===== src/rtl/gpr_pkg.sv =====
// Shared constants and packed-slice helpers for the GPR bank and its read ports.
// Port i of a packed bus occupies bits [i*W +: W].
package gpr_pkg;

    localparam int GPR_ZERO         = 0;
    localparam int GPR_DW_DEFAULT   = 32;
    localparam int GPR_NREG_DEFAULT = 32;

    // LSB of read port's select field inside the packed rsel bus
    function automatic int sel_lsb(input int port, input int aw);
        return port * aw;
    endfunction

    // LSB of read port's data field inside the packed rdata bus
    function automatic int data_lsb(input int port, input int dw);
        return port * dw;
    endfunction

endpackage


===== src/rtl/gpr_read_port.sv =====
// One combinational read port: register mux, r0 forced to zero, optional
// same-cycle write forwarding and scoreboard busy qualification.
module gpr_read_port
    import gpr_pkg::*;
#(
    parameter int DW      = GPR_DW_DEFAULT,
    parameter int NREG    = GPR_NREG_DEFAULT,
    parameter int AW      = $clog2(NREG),
    parameter int BYPASS  = 1,
    parameter int SCOREBD = 1
)(
    input  logic            rst,
    input  logic [DW-1:0]   mem [NREG],
    input  logic [NREG-1:0] busy_vec,
    input  logic            we,
    input  logic [AW-1:0]   wsel,
    input  logic [DW-1:0]   wdata,
    input  logic [AW-1:0]   rsel,
    output logic [DW-1:0]   rdata,
    output logic            rd_busy
);

    logic fwd_hit;

    // A write that lands this cycle makes the pending value visible now
    assign fwd_hit = (BYPASS != 0) && we && (wsel == rsel);

    always_comb begin
        rdata   = '0;
        rd_busy = 1'b0;
        if (!rst && (rsel != AW'(GPR_ZERO))) begin
            rdata   = fwd_hit ? wdata : mem[rsel];
            rd_busy = (SCOREBD != 0) && busy_vec[rsel] && !fwd_hit;
        end
    end

endmodule


===== src/rtl/gpr_bank_sb.sv =====
// Parametrised GPR file: synchronous write, reset clear, NRD read ports with
// optional bypass, and a one-bit-per-register pending-write scoreboard.
module gpr_bank_sb
    import gpr_pkg::*;
#(
    parameter int DW      = GPR_DW_DEFAULT,
    parameter int NREG    = GPR_NREG_DEFAULT,
    parameter int NRD     = 2,
    parameter int BYPASS  = 1,
    parameter int SCOREBD = 1,
    parameter int DEBUG   = 0,
    localparam int AW     = $clog2(NREG)
)(
    input  logic              clk,
    input  logic              rst,
    input  logic              we,
    input  logic [AW-1:0]     wsel,
    input  logic [DW-1:0]     wdata,
    input  logic [NRD*AW-1:0] rsel,
    output logic [NRD*DW-1:0] rdata,
    output logic [NRD-1:0]    rd_busy,
    input  logic              iss_en,
    input  logic [AW-1:0]     iss_dst,
    output logic [NREG-1:0]   busy_vec
);

    logic [DW-1:0] mem_reg [NREG];
    logic          wr_commit;

    assign wr_commit = we && (wsel != AW'(GPR_ZERO));

    // Full clear on reset keeps the storage X-free; r0 is never written
    always_ff @(posedge clk) begin
        if (rst) begin
            for (int i = 0; i < NREG; i++) begin
                mem_reg[i] <= '0;
            end
        end else if (wr_commit) begin
            mem_reg[wsel] <= wdata;
        end
    end

`ifndef SYNTHESIS
    always_ff @(posedge clk) begin
        if ((DEBUG != 0) && !rst && wr_commit) begin
            $display("R[%2d]=%8X", wsel, wdata);
        end
    end
`endif

    generate
        if (SCOREBD != 0) begin : g_sb
            logic [NREG-1:0] busy_reg;
            logic [NREG-1:0] busy_next;

            // Set is applied after clear: a new issue outranks an older writeback
            always_comb begin
                busy_next = busy_reg;
                if (wr_commit) begin
                    busy_next[wsel] = 1'b0;
                end
                if (iss_en && (iss_dst != AW'(GPR_ZERO))) begin
                    busy_next[iss_dst] = 1'b1;
                end
                busy_next[0] = 1'b0;
            end

            always_ff @(posedge clk) begin
                if (rst) begin
                    busy_reg <= '0;
                end else begin
                    busy_reg <= busy_next;
                end
            end

            assign busy_vec = busy_reg;
        end else begin : g_nosb
            assign busy_vec = '0;
        end
    endgenerate

    generate
        for (genvar gi = 0; gi < NRD; gi++) begin : g_rd
            gpr_read_port #(
                .DW      (DW),
                .NREG    (NREG),
                .AW      (AW),
                .BYPASS  (BYPASS),
                .SCOREBD (SCOREBD)
            ) u_port (
                .rst      (rst),
                .mem      (mem_reg),
                .busy_vec (busy_vec),
                .we       (we),
                .wsel     (wsel),
                .wdata    (wdata),
                .rsel     (rsel[sel_lsb(gi, AW) +: AW]),
                .rdata    (rdata[data_lsb(gi, DW) +: DW]),
                .rd_busy  (rd_busy[gi])
            );
        end
    endgenerate

endmodule

===== config.mk =====
export PLATFORM = sky130hd
export DESIGN_NAME = gpr_bank_sb
export DESIGN_NICKNAME = d
export VERILOG_FILES = /design/src/rtl/gpr_pkg.sv /design/src/rtl/gpr_read_port.sv /design/src/rtl/gpr_bank_sb.sv
export SDC_FILE = /design/constraint.sdc
export NUM_CORES = 2
export LEC_CHECK = 0
export BUFFER_PORTS_ARGS = -buffer_cell sky130_fd_sc_hd__buf_2
export CORE_UTILIZATION = 35
export DETAILED_ROUTE_END_ITERATION = 6
export HOLD_SLACK_MARGIN = 0.15
export PLACE_DENSITY = 0.55
export REMOVE_ABC_BUFFERS = 1
export SETUP_SLACK_MARGIN = 0.3
export SKIP_LAST_GASP = 1
export SLEW_MARGIN = 20
export SYNTH_ARGS = -nofsm -noshare
export SYNTH_HDL_FRONTEND = slang
export SYNTH_SLANG_ARGS = --single-unit

===== constraint.sdc =====
create_clock -name clk -period 2.45 [get_ports clk]
set_input_delay 0.245 -clock clk [delete_from_list [all_inputs] [get_ports clk]]
set_output_delay 0.245 -clock clk [all_outputs]
set_load 0.05 [all_outputs]

==> flow_summary.toml <==
[sta]
setup_viol = 66
drv_slew = 0
worst_pin_slew_ns = 1.12
hold_viol = 0
clock_skew_ns = 0
totalNegativeSetupSlack_ns = -19.15
fin_ws_ns = -0.457
rsz0062_at_grt = "true"
post-route-min-period_ns = 2.91
max_slew_margin_pct = 25.3
fmax_ghz = 0.344
fin_crit_sh_pct = 119

[power_and_ir_drop]
powerDensity_nw_per_um2 = 598
leakage_nw = 22.9
power_mw = 40.4
ir_worst_vdd_uv = 564

[min_path]
hold_class = "in2reg"
holdPathEnd = "mem_reg[94]$_SDFFE_PP0P_"
whs_path_depth = 3
hold_path.startpoint = "rst"

[floorplan]
ios = 154
die_w_um = 394
start_util_pct = 35.3
row_count = 143
die_area_sq_um = 155000
fp.coreArea_sq_um = 152000
die_h_um = 394

[synthesis]
synth-edff-count = 0
synthCells = 5997
async_reset_ff_share_pct = 0
synth_top_area_share_pct = 39.3
synth_common_cells = "nand2_1, a21oi_1, dfxtp_1"
yosys_warnings = 0
synth_cell_types = 44
synth_area_leaders = "dfxtp_1, mux4_2, nand2_1"
yosysMostFrequentCell = "nand2_1"
syn_avg_cell_area_sq_um = 8.96
synth_top_cell_by_area = "dfxtp_1"
ys_seq_area_share_pct = 39.3
ys.flop_type = "dfxtp_1"
synth_area_sq_um = 53700
ys_ff_latch = 1055

[drt]
wl_per_cell_um = 27.2
drc = 0
via_per_inst = 5.94
vias = 49634
dr.first_iter.drc_count = 5727
first_pass_iters = 6
ant_nets = 0
drt-total-wl_um = 227000

[worst_setup_path]
cp_data_arrival_time_ns = 2.66
cp_data_required_time_ns = 2.20
end_kind = "output pin"
critical_path_class = "reg2out"
r2r_start = "busy_vec[12]$_SDFF_PP0_"
r2r_cells = 3
r2r_slack_ns = 1.19
r2r_end = "busy_vec[12]$_SDFF_PP0_"
crit_fanout = 3
startpoint_type = "register"

[grt]
grt_usage_pct = 28.6
grtUsageMet1_pct = 38.4
grt_pass1_vias = 47348
grt_overflow_total = 0
met3_usage_pct = 5.63
grt_pass1_wl_um = 331000
grt_use_met2_pct = 43.7
antenna_found_initial = 10
grt_max_degree = 194
busiest_layer = "met2"

[clocking]
cts_max_level = 3
clk_latency_ns = 0.73
root_buffer = "clkbuf_16"
cts_tree = "yes"
cts_buffers = 113
clk_path_buf_depth = 3
clock_sinks = 1055
path_clk_slew_ns = 0.07

[placement]
dp_hpwl_um = 147000
port_buffers = 152
gp_congestion = 0.901

[job]
cap_violations = 0

[status]
failed_checks = "negative setup slack"
status = "finished, violations left"

[final_layout]
finalCoreUtilization_pct = 44.4
final_net_count = 6288
area_growth_pct = 25.7
drive_above_1_share_pct = 30.6
largest_register_ffs = 1024
final cells by class:
cell class / instances / area [sq um]
Timing Repair Buffer: 766 / 8500
Tap cell: 2030 / 2540
Fill cell: 14427 / 84600
Antenna cell: 2 / 5.00
Clock buffer: 161 / 3300
Clock inverter: 45 / 524
Sequential cell: 1055 / 21400
Multi-Input combinational cell: 4296 / 31300
through the flow:
stage	setup slack, ns	std cells	area (sq um)	hold WS [ns]
after floorplan	-0.619	5351	50900	0.314
after global placement	-0.604	8060	61200	0.449
after detailed placement	-0.604	8060	61200	0.458
after CTS	-0.479	8348	67000	0.186
after global routing	-0.490	8354	67500	0.204
final	-0.457	8355	67500	0.134
worst max-delay path by stage:
stage / from / to / cells past startpoint
6_report: mem_reg[159]$_SDFFE_PP0P_ / rdata[63] / 7
5_1_grt: mem_reg[159]$_SDFFE_PP0P_ / rdata[63] / 7
4_1_cts: mem_reg[21]$_SDFFE_PP0P_ / rdata[53] / 7
3_5_place_dp: rsel[5] / rdata[42] / 9
3_3_place_gp: rsel[5] / rdata[42] / 9
2_1_floorplan: wsel[0] / rdata[29] / 5
kinds of logic (layout without fill, tap and decap cells):
family	Yosys count	count (layout)	share of synthesized area [%]
simple gates	2318	2318	17.1
compound gates	1305	1305	13.3
flops	1055	1055	39.3
mux	662	662	24.8
buf+inv	646	972	5.31
xor+xnor	10	10	0.163
other cells	1	3	0.00698
critical path: stages, from the launching register on:
cell     delay (ns)
dfxtp_2        0.33
mux4_2         0.45
mux2_4         0.31
o22ai_4        0.17
buf_6          0.16
nor4_2         0.06
a21o_1         0.24
buf_12         0.18
timing repair:
| item | 4_1_cts | 5_1_grt |
|---|---|---|
| resized for setup | 374 | 145 |
| setup endpoints to repair | 66 | 67 |
| buffers inserted | 37 | 5 |
| endpoints found under the hold margin | 643 | 0 |
| pin swaps | 88 | 50 |
| cloned | 1 | 0 |
| hold buffers | 44 | 0 |
per-layer routing:
metal / part of all wire, % / wire [um]
met5: 0.028 / 64
met4: 5.8 / 13100
met3: 11 / 24100
met2: 44 / 101000
met1: 39 / 89000
layout by cell type, fill, tap and decap left out, drive strengths merged, types with 22 or more instances in the layout:
master	n
a211oi	45
a21o	22
a21oi	1055
a22oi	38
a32o	23
buf	721
clkbuf	161
clkinv	29
dfxtp	1055
dlygate4sd3	44
mux2	48
mux2i	82
mux4	532
nand2	2052
nor2	75
nor2b	97
nor4	23
o22ai	82
where the power goes:
group	internal, mW	leakage, nW	total (mW)	switching, mW
Clock	10.5	1.90	18.1	7.62
Sequential	17.3	8.60	17.4	0.0970
Combinational	1.90	12.4	4.89	2.99
Total	29.6	22.9	40.4	10.7
(Power assumes the default switching activity.)
